$ cat src/rtl/apb_slave_regfile.sv
// APB3 completer hosting a small word register bank: read-only ID and error
// counter, read/write control registers, programmable wait states and PSLVERR.
module apb_slave_regfile #(
   parameter int unsigned NUM_REGS    = 8,
   parameter int unsigned WAIT_STATES = 0,
   parameter logic [31:0] ID_VALUE    = 32'hA11B_0001
) (
   input  logic        HCLK,
   input  logic        HRESETn,
   input  logic        PSEL,
   input  logic        PENABLE,
   input  logic        PWRITE,
   input  logic [31:0] PADDR,
   input  logic [31:0] PWDATA,
   output logic [31:0] PRDATA,
   output logic        PREADY,
   output logic        PSLVERR,
   output logic [31:0] ctrl_out
);

   localparam logic [9:0] LP_NREGS = 10'(NUM_REGS);
   localparam logic [3:0] LP_WS    = 4'(WAIT_STATES);

   typedef enum logic {ST_IDLE, ST_ACCESS} state_t;

   state_t      r_state, w_state_nxt;
   logic [9:0]  r_idx;
   logic        r_write, r_err;
   logic [31:0] r_wdata;
   logic [3:0]  r_cnt;
   logic [15:0] r_errcnt;
   logic [31:0] r_regs [2:NUM_REGS-1];

   logic        w_setup, w_access, w_ready, w_err_in;
   logic [9:0]  w_idx;
   logic [31:0] w_rdval;
   logic        w_unused;

   assign w_unused = ^PADDR[31:12];
   assign w_idx    = PADDR[11:2];
   assign w_setup  = PSEL & ~PENABLE;
   assign w_access = PSEL & PENABLE;
   assign w_err_in = (w_idx >= LP_NREGS) || (PADDR[1:0] != 2'b00) ||
                     (PWRITE && (w_idx < 10'd2));
   assign w_ready  = (r_state == ST_ACCESS) && w_access && (r_cnt == 4'd0);

   // A setup seen while in ACCESS (abort) simply restarts the transfer.
   always_comb begin
      w_state_nxt = r_state;
      case (r_state)
         ST_IDLE:   if (w_setup) w_state_nxt = ST_ACCESS;
         ST_ACCESS: begin
            if (w_access) begin
               if (r_cnt == 4'd0) w_state_nxt = ST_IDLE;
            end else if (w_setup) begin
               w_state_nxt = ST_ACCESS;
            end else begin
               w_state_nxt = ST_IDLE;
            end
         end
         default:   w_state_nxt = ST_IDLE;
      endcase
   end

   always_ff @(posedge HCLK or negedge HRESETn) begin
      if (!HRESETn) r_state <= ST_IDLE;
      else          r_state <= w_state_nxt;
   end

   always_ff @(posedge HCLK or negedge HRESETn) begin
      if (!HRESETn) begin
         r_idx   <= '0;
         r_write <= 1'b0;
         r_wdata <= '0;
         r_err   <= 1'b0;
         r_cnt   <= '0;
      end else if (w_setup) begin
         r_idx   <= w_idx;
         r_write <= PWRITE;
         r_wdata <= PWDATA;
         r_err   <= w_err_in;
         r_cnt   <= LP_WS;
      end else if ((r_state == ST_ACCESS) && w_access && (r_cnt != 4'd0)) begin
         r_cnt   <= r_cnt - 4'd1;
      end
   end

   // Commit uses latched address/data so bus wiggles during wait states are harmless.
   always_ff @(posedge HCLK or negedge HRESETn) begin
      if (!HRESETn) begin
         r_errcnt <= '0;
         for (int i = 2; i < NUM_REGS; i++) r_regs[i] <= '0;
      end else if (w_ready) begin
         if (r_err) begin
            if (r_errcnt != 16'hFFFF) r_errcnt <= r_errcnt + 16'd1;
         end else if (r_write) begin
            for (int i = 2; i < NUM_REGS; i++)
               if (r_idx == 10'(i)) r_regs[i] <= r_wdata;
         end
      end
   end

   always_comb begin
      w_rdval = '0;
      if (r_idx == 10'd0) w_rdval = ID_VALUE;
      if (r_idx == 10'd1) w_rdval = {16'h0000, r_errcnt};
      for (int i = 2; i < NUM_REGS; i++)
         if (r_idx == 10'(i)) w_rdval = r_regs[i];
   end

   assign PREADY   = w_ready;
   assign PSLVERR  = w_ready & r_err;
   assign PRDATA   = (w_ready && !r_err && !r_write) ? w_rdval : 32'h0;
   assign ctrl_out = r_regs[2];

endmodule

$ cat config.mk
export PLATFORM = sky130hd
export DESIGN_NAME = apb_slave_regfile
export DESIGN_NICKNAME = d
export VERILOG_FILES = /design/src/rtl/apb_slave_regfile.sv
export SDC_FILE = /design/constraint.sdc
export NUM_CORES = 1
export LEC_CHECK = 0
export CAP_MARGIN = 20
export CELL_PAD_IN_SITES_DETAIL_PLACEMENT = 1
export CELL_PAD_IN_SITES_GLOBAL_PLACEMENT = 1
export CORE_UTILIZATION = 49
export DETAILED_ROUTE_END_ITERATION = 7
export MAX_ROUTING_LAYER = met4
export PLACE_DENSITY_LB_ADDON = 0.1
export SKIP_LAST_GASP = 1
export SLEW_MARGIN = 10
export SYNTH_ARGS = -nofsm -noshare
export SYNTH_HDL_FRONTEND = slang
export SYNTH_SLANG_ARGS = --single-unit
$ cat constraint.sdc
create_clock -name HCLK -period 6.92 [get_ports HCLK]
set_input_delay 0.692 -clock HCLK [delete_from_list [all_inputs] [get_ports HCLK]]
set_output_delay 0.692 -clock HCLK [all_outputs]
set_load 0.01 [all_outputs]
==> impl_metrics.ini, run 1 <==
[power]
irDropWorstVdd_mv = 0.178
powerDensity_nw_per_um2 = 248
p_leak_nw = 6.60
power_mw = 3.48

[cts]
holdBufCountCts = 0
cts_setup_buffers = 0
clock_latency_ns = 0.55
cts_resized = 0
cts_buffers = 29
cts_tree = done
htree_levels = 1
clockBufferDepth = 3
clk_pin_slew_worst_paths_ns = 0.06
numClockSinks = 257
cts_root_buf = clkbuf_16

[final_layout]
multi_input_area_um2 = 4940
fill_cells = 2382
areaGrowthSynthToFinish_pct = 18.2
drive_gt1_share_pct = 25.2
final_cell_mix = 256 x dfrtp_1, 184 x mux2_2, 113 x clkdlybuf4s50_1
antenna_cells = 0
mostFrequentLayoutCell = dfrtp_1
seq_area_um2 = 6430
nets = 1105

[timing]
grt_setup_unrepaired = false
max_freq_mhz = 180
finalHoldViolCount = 0
worst_slack_ns = 1.36
clock_skew_ns = 0.0119
finalSetupViolCount = 0
setup_tns_ns = 0
slew_headroom_pct = 24.2
slew_violations = 0
layout_min_cycle_time_ns = 5.56
post-route-period-util_pct = 80.3
max_slew.worst_pin.slew_ns = 1.13
hold_ws_ns = 0.121

[place]
gp_congestion = 0.791
hpwlAfterDp_um = 18600
portBuffers = 114
dp_slack_ns = 1.74

[worst_setup_path]
cp-start-kind = register
crit_required_ns = 6.23
criticalPathCategory = reg -> out
cp.arrival_ns = 4.87
cp-end-kind = primary output
critPathMaxFanout = 22

[detailed_routing]
drt_iter0_markers = 473
viasPerCell = 5.87
drt-total-wl_um = 31000
drt_first_pass_iters = 5
antenna_left = 0
vias = 8075
route.met2.wl_um = 15200
wirelength_met1_um = 14000
avgRoutedWirePerCell_um = 22.5
routed.top_layer = met4
drc = 0
met3WireLength_um = 1170

[die]
fp.coreArea_um2 = 23600
die-area_um2 = 24900
rows = 56
die_x_um = 158
ios = 135
initial_utilization_pct = 50.3
die_h_um = 158

[grt]
grt_max_degree = 176
grt.overflow.total = 0
grt_pass1_wl_um = 49300
grt_pass1_vias = 8557
track_usage_pct = 26.8
antenna_found_initial = 0

[synth]
yosys_warnings = 0
synth.avg_cell_area_um2 = 12.3
synth-seq-cells = 257
synthesis.nets = 1040
netlist_instances = 969
yosysSeqAreaShare_pct = 54.1
netlist-cell-type-count = 45
synth_edf_count = 0
ys.flop_type = dfrtp_1
synth_area_leaders = dfrtp_1 54%, mux2_2 17%, mux2_1 5.7%, buf_4 2.0%, nand2_1 1.9%
yosysTopAreaCell = dfrtp_1
async_flop_share_pct = 100
netlist_area_um2 = 11900
synth_top_area_share_pct = 54.1

[status]
status = completed

[hold_path]
hp-class = in -> async

[run]
drv_cap = 0
registers in the layout, indices dropped and copies added (netlist names):
signal    count
r_cnt         4
r_regs      160
r_idx        10
r_err         1
r_state       1
r_wdata      32
r_write       1
r_errcnt     16
ctrl_out     32
cell usage after synthesis (10+ instances only):
library cell  number
clkbuf_1          42
o21ai_0           24
nor3_1            26
xor2_1            11
a22oi_1           10
dfrtp_1          257
o22ai_1           15
a21oi_1           35
a221oi_1          14
buf_4             32
a211oi_1          10
a2111oi_0         10
mux2i_1           10
mux2_1            60
buf_1             17
nand2_1           61
mux2_2           184
nor2_1            57
critical path, stage by stage, from the launching register on:
cell,delay [ns]
dfrtp_1,0.40
inv_1,0.06
ha_1,0.15
or3b_1,0.38
or2_2,0.36
nor3_1,0.14
buf_4,0.24
nand2_1,0.69
a2111oi_0,1.19
clkdlybuf4s50_1,0.71
power breakdown:
part	internal (mW)	switching, mW	total [mW]
logic	0.125	0.183	0.307
clock network	0.907	0.620	1.53
registers	1.55	0.0909	1.64
total	2.58	0.894	3.48
final cells by class:
cell class	count	area share [%]
multi-input cells	607	35.2
clock buffers	41	5.92
clock inverters	12	0.829
repair buffers	131	9.16
inverters	8	0.214
well taps	319	2.84
flip-flops and latches	257	45.8
through the flow:
stage	std cells	instance area, um2	utilization [%]
after floorplan	969	11900	-
after global placement	1322	13100	55.4
final	1375	14000	59.4
after CTS	1375	14000	59.4
after global routing	1375	14000	59.4
after detailed placement	1322	13100	55.4
path summary, 6_finish.rpt:
| path | from | endpoint | slack (ns) | depth (start not counted) |
|---|---|---|---|---|
| min in group HCLK | r_regs[121] | r_regs[121] | 0.49 | 1 |
| worst max-delay path | r_cnt[0] | PRDATA[13] | 1.36 | 9 |
| worst min-delay path | HRESETn | r_idx[7] | 0.12 | 1 |
| worst max register to register | r_cnt[0] | r_regs[80] | 2.98 | 8 |
| worst min register to register | r_regs[121] | r_regs[121] | 0.49 | 1 |
| max in group asynchronous | HRESETn | r_wdata[3] | 5.35 | 2 |
metal layers:
| metal | vias to the layer above | track usage, % |
|---|---|---|
| li1 | 3600 | - |
| met1 | 4237 | 35.8 |
| met2 | 189 | 43.7 |
| met3 | 49 | 3.18 |
| met4 | 0 | 6.80 |
| met5 | - | - |
kinds of logic after synthesis:
kind of cell / after synthesis / share of synthesized area, %
buffers and inverters: 105 / 4.39
adders and majority gates: 2 / 0.211
xor gates and xnor gates: 18 / 1.33
AOI/OAI and AO/OA: 150 / 8.86
muxes: 255 / 24.2
DFF: 257 / 54.1
and+or+nand+nor: 182 / 6.90
No activity file was read; power rests on OpenSTA's default activity.
==> run 2: changes to the inputs <==
CORE_UTILIZATION = 46   (was 49)
clock period = 5.5 ns   (was 6.92 ns; I/O delays follow)
==> run 2 against run 1 <==
Effect of this change:
- hold slack got worse by 0.022 ns
- cell area up 0.81%
- routed wire length up 1.9%
- core utilization shrank 3.4 points
- via count fell by 0.98%
- die area is 6.4% higher
- sequential share of layout area decreased by 0.37 points
- clock skew rose by 0.0069 ns
- largest cell class unchanged
- sequential cell count is the same
- clock power is 38% higher
- largest power group is now clock
- global-route usage shrank 1.4 points
==> impl_metrics.ini, run 2 (synthesis results as in run 1) <==
[status]
status = completed

[detailed_routing]
wirelength_met1_um = 14600
viasPerCell = 5.76
routed.top_layer = met4
drt_first_pass_iters = 4
antenna_left = 0
avgRoutedWirePerCell_um = 22.8
met3WireLength_um = 994
route.met2.wl_um = 15400
drc = 0
drt_iter0_markers = 522
vias = 7996
drt-total-wl_um = 31600

[place]
place_area_um2 = 13100
dp_slack_ns = 0.848
portBuffers = 114
gp_congestion = 0.746
hpwlAfterDp_um = 19100
post-place-cells = 1335

[timing]
grt_setup_unrepaired = false
max_slew.worst_pin.slew_ns = 0.979
setup_tns_ns = 0
layout_min_cycle_time_ns = 5.02
finalSetupViolCount = 0
slew_violations = 0
finalHoldViolCount = 0
max_freq_mhz = 199
slew_headroom_pct = 34.5
post-route-period-util_pct = 91.3
worst_slack_ns = 0.477
clock_skew_ns = 0.0187

[cts]
htree_levels = 1
clk_pin_slew_worst_paths_ns = 0.06
cts_tree = done
cts_resized = 0
clockBufferDepth = 3
holdBufCountCts = 0
cts_buffers = 29
cts_setup_buffers = 0
numClockSinks = 257
clock_latency_ns = 0.55
cts_root_buf = clkbuf_16

[grt]
track_usage_pct = 25.4
grt.overflow.total = 0
grt_pass1_vias = 8659
grt_max_degree = 121
grt_pass1_wl_um = 50300
antenna_found_initial = 0

[die]
rows = 58
die_h_um = 163
fp.coreArea_um2 = 25300
die_x_um = 163
initial_utilization_pct = 47.0
die-area_um2 = 26500
ios = 135

[final_layout]
finish.instance_area_um2 = 14100
antenna_cells = 0
nets = 1107
fin_cells = 1387
drive_gt1_share_pct = 25.8
mostFrequentLayoutCell = dfrtp_1
finish.utilization_pct = 56.0
seq_area_um2 = 6430
multi_input_area_um2 = 4930
regMostFlops = r_regs
largest_register_ffs = 160
areaGrowthSynthToFinish_pct = 19.1
fill_cells = 2540
final_cell_mix = 256 x dfrtp_1, 184 x mux2_2, 113 x clkdlybuf4s50_1

[worst_setup_path]
cp.arrival_ns = 4.47
cp-end-kind = primary output
criticalPathCategory = reg -> out
cp-start-kind = register
crit_required_ns = 4.95
critPathMaxFanout = 13

[power]
p_leak_nw = 6.66
irDropWorstVdd_mv = 0.255
powerDensity_nw_per_um2 = 322

[run]
drv_cap = 0

[hold_path]
hp-class = in -> async
run 2: cell types whose count changed in the layout (fill, tap and decap cells not counted), sizes merged:
cell	previous run	this run
buf	18	20
bufinv	2	5
clkbuf	41	39
clkinv	8	7
inv	9	8
run 2: cell type report:
cell class,count,share of cell area (%)
Timing Repair Buffer,133,9.11
Multi-Input combinational cell,607,34.9
Inverter,8,0.212
Clock inverter,13,1.39
Sequential cell,257,45.5
Clock buffer,39,6.03
Tap cell,330,2.92
run 2: where the power goes:
part / internal (mW) / leakage, nW / total (mW) / switching (mW)
registers: 1.95 / 3.48 / 2.07 / 0.117
logic: 0.156 / 2.65 / 0.383 / 0.226
clock network: 1.31 / 0.522 / 2.11 / 0.792
total: 3.42 / 6.66 / 4.56 / 1.14
run 2: critical path, stage by stage (launching register included):
cell and delay (ns):
dfrtp_1 0.41, inv_1 0.08, ha_1 0.16, or3b_1 0.38, or2_2 0.36, nor3_1 0.15
buf_4 0.23, nand2_1 0.31, buf_4 0.36, a2111oi_0 0.79, clkdlybuf4s50_1 0.69
run 2: per-layer routing:
layer	vias up	GRT usage [%]
li1	3608	-
met1	4203	34.5
met2	139	41.5
met3	46	2.70
met4	0	5.01
met5	-	-
run 2: per-stage QoR:
stage / hold slack [ns] / power, mW
floorplan: 0.254 / 2.28
global placement: 0.466 / 2.48
global route: 0.165 / 4.72
detailed placement: 0.475 / 2.48
finish: 0.0993 / 4.56
CTS: 0.147 / 4.60
run 2: worst paths after layout:
path / cells past startpoint / startpoint / to / slack, ns
hold reg to reg: 1 / r_regs[112] / r_regs[112] / 0.48
setup / recovery: 10 / r_cnt[0] / PRDATA[31] / 0.48
min in group HCLK: 1 / r_regs[112] / r_regs[112] / 0.48
setup reg to reg: 6 / r_idx[1] / r_regs[52] / 1.74
max in group asynchronous: 2 / HRESETn / ctrl_out[17] / 4.08
hold / removal: 1 / HRESETn / r_idx[3] / 0.1
==> run 3: changes to the inputs <==
RECOVER_POWER = 100   (was unset)
==> run 3 against run 2 <==
Effect of this change:
- the flow now finishes with violations (capacitance limit, slew limit)
- non-clock buffer count unchanged
- routed wire length is essentially flat
- hold slack better by 0.38 ns
- core utilization is 0.26 points lower
- critical path type unchanged
- largest cell class unchanged
==> impl_metrics.ini, run 3 (synthesis results as in run 1) <==
[status]
status = finished, violations left
violations = capacitance limit, slew limit

[grt]
use_met3_pct = 2.70
grt_pass1_wl_um = 50300
grt_max_degree = 121
use_met2_pct = 41.5
grt_pass1_vias = 8659
grt_most_used_layer = met2
antenna_found_initial = 0
grt.overflow.total = 0
track_usage_pct = 25.4
gr-usage-met1_pct = 34.5

[final_layout]
regMostFlops = r_regs
areaGrowthSynthToFinish_pct = 18.6
final_cell_mix = 257 x dfrtp_1, 183 x mux2_2, 65 x dlygate4sd3_1
largest_register_ffs = 160
drive_gt1_share_pct = 24.6
antenna_cells = 0
mostFrequentLayoutCell = dfrtp_1
fill_cells = 2545
nets = 1107

[timing]
clock_skew_ns = 0.0184
worst_slack_ns = 0.287
grt_setup_unrepaired = false
post-route-period-util_pct = 94.8
finalSetupViolCount = 0
max_freq_mhz = 192
slew_violations = 310
finalHoldViolCount = 0
slew_headroom_pct = -106
setup_tns_ns = 0
layout_min_cycle_time_ns = 5.21
max_slew.worst_pin.slew_ns = 3.09

[worst_setup_path]
critPathMaxFanout = 38
crit_required_ns = 4.95
cp.arrival_ns = 4.66
crit_start = r_idx[1]
cp-start-kind = register
criticalPathCategory = reg -> out
cp-end-kind = primary output
regToRegStartpoint = r_idx[1]

[power]
power.share.combinational_pct = 8.3
power.switching_mw = 1.13
p_leak_nw = 6.85
p_int_mw = 3.42
irDropWorstVdd_mv = 0.254
power_switching_share_pct = 24.9
seqPwrFrac_pct = 45.4
p_clk_share_pct = 46.2
powerDensity_nw_per_um2 = 323
power_mw = 4.55

[die]
initial_utilization_pct = 47.0
ios = 135
rows = 58
die_x_um = 163
fp.coreArea_um2 = 25300
die-area_um2 = 26500
die_h_um = 163

[run]
drv_cap = 8

[cts]
cts_resized = 0
htree_levels = 1
numClockSinks = 257
cts_buffers = 29
cts_setup_buffers = 0
cts_root_buf = clkbuf_16
cts_tree = done
holdBufCountCts = 0
clk_pin_slew_worst_paths_ns = 0.06
clockBufferDepth = 3
clock_latency_ns = 0.55

[place]
hpwlAfterDp_um = 19100
dp_slack_ns = 0.848
portBuffers = 114
gp_congestion = 0.746

[detailed_routing]
drt_first_pass_iters = 4
vias = 8011
drt-total-wl_um = 31600
drc = 0
avgRoutedWirePerCell_um = 22.8
drt_iter0_markers = 530
viasPerCell = 5.78
antenna_left = 0

[hold_path]
hp-class = reg -> reg
hold_start = r_regs[112]
-- run 3: cell count changes in the layout (fill, tap and decap cells not counted), sizes merged --
cell           change
clkdlybuf4s50     -65
dlygate4sd3       +65
buf               -12
clkbuf            +12
-- run 3: power by group through the flow --
stage	clock (mW)	sequential (mW)	combinational, mW
6_report	2.10	2.07	0.379
5_1_grt	2.21	2.08	0.418
4_1_cts	2.14	2.07	0.389
3_5_place_dp	0	2.10	0.382
3_3_place_gp	0	2.10	0.376
2_1_floorplan	0	2.04	0.237
-- run 3: critical path, cell delays in order, from the launching register on --
cell           delay, ns
dfrtp_1             1.24
buf_4               0.57
and2_0              0.60
a221oi_1            0.19
a2111oi_0           0.75
dlygate4sd3_1       0.71
-- run 3: final cells by class --
class / count / area (um2) / share of cell area (%)
clock inverters: 13 / 196 / 1.39
repair buffers: 133 / 1240 / 8.82
multi-input cells: 607 / 4920 / 34.9
flip-flops and latches: 257 / 6430 / 45.7
inverters: 8 / 30.0 / 0.213
well taps: 330 / 413 / 2.93
clock buffers: 39 / 853 / 6.06
-- run 3: worst paths after layout --
check / cells past startpoint / end / slack [ns]
worst max-delay path: 5 / PRDATA[31] / 0.29
worst min-delay path: 1 / r_regs[112] / 0.48
worst max register to register: 6 / r_regs[52] / 0.93
worst min register to register: 1 / r_regs[112] / 0.48
max in group asynchronous: 2 / ctrl_out[14] / 1.29
min in group asynchronous: 1 / r_idx[3] / 0.97
-- run 3: routing by layer --
layer	wire length, um	vias to the layer above	share of wire (%)
li1	-	3603	-
met1	14500	4209	46
met2	15400	159	49
met3	1110	40	3.5
met4	527	0	1.7
met5	0	-	0
-- run 3: per-stage QoR --
stage	hold slack (ns)	std cells	instance area (um2)	utilization (%)
final	0.484	1387	14100	55.8
after floorplan	0.254	969	11900	-
after CTS	0.147	1387	14100	56.0
after global placement	0.466	1335	13100	51.9
after global routing	0.491	1387	14100	55.8
after detailed placement	0.475	1335	13100	51.9
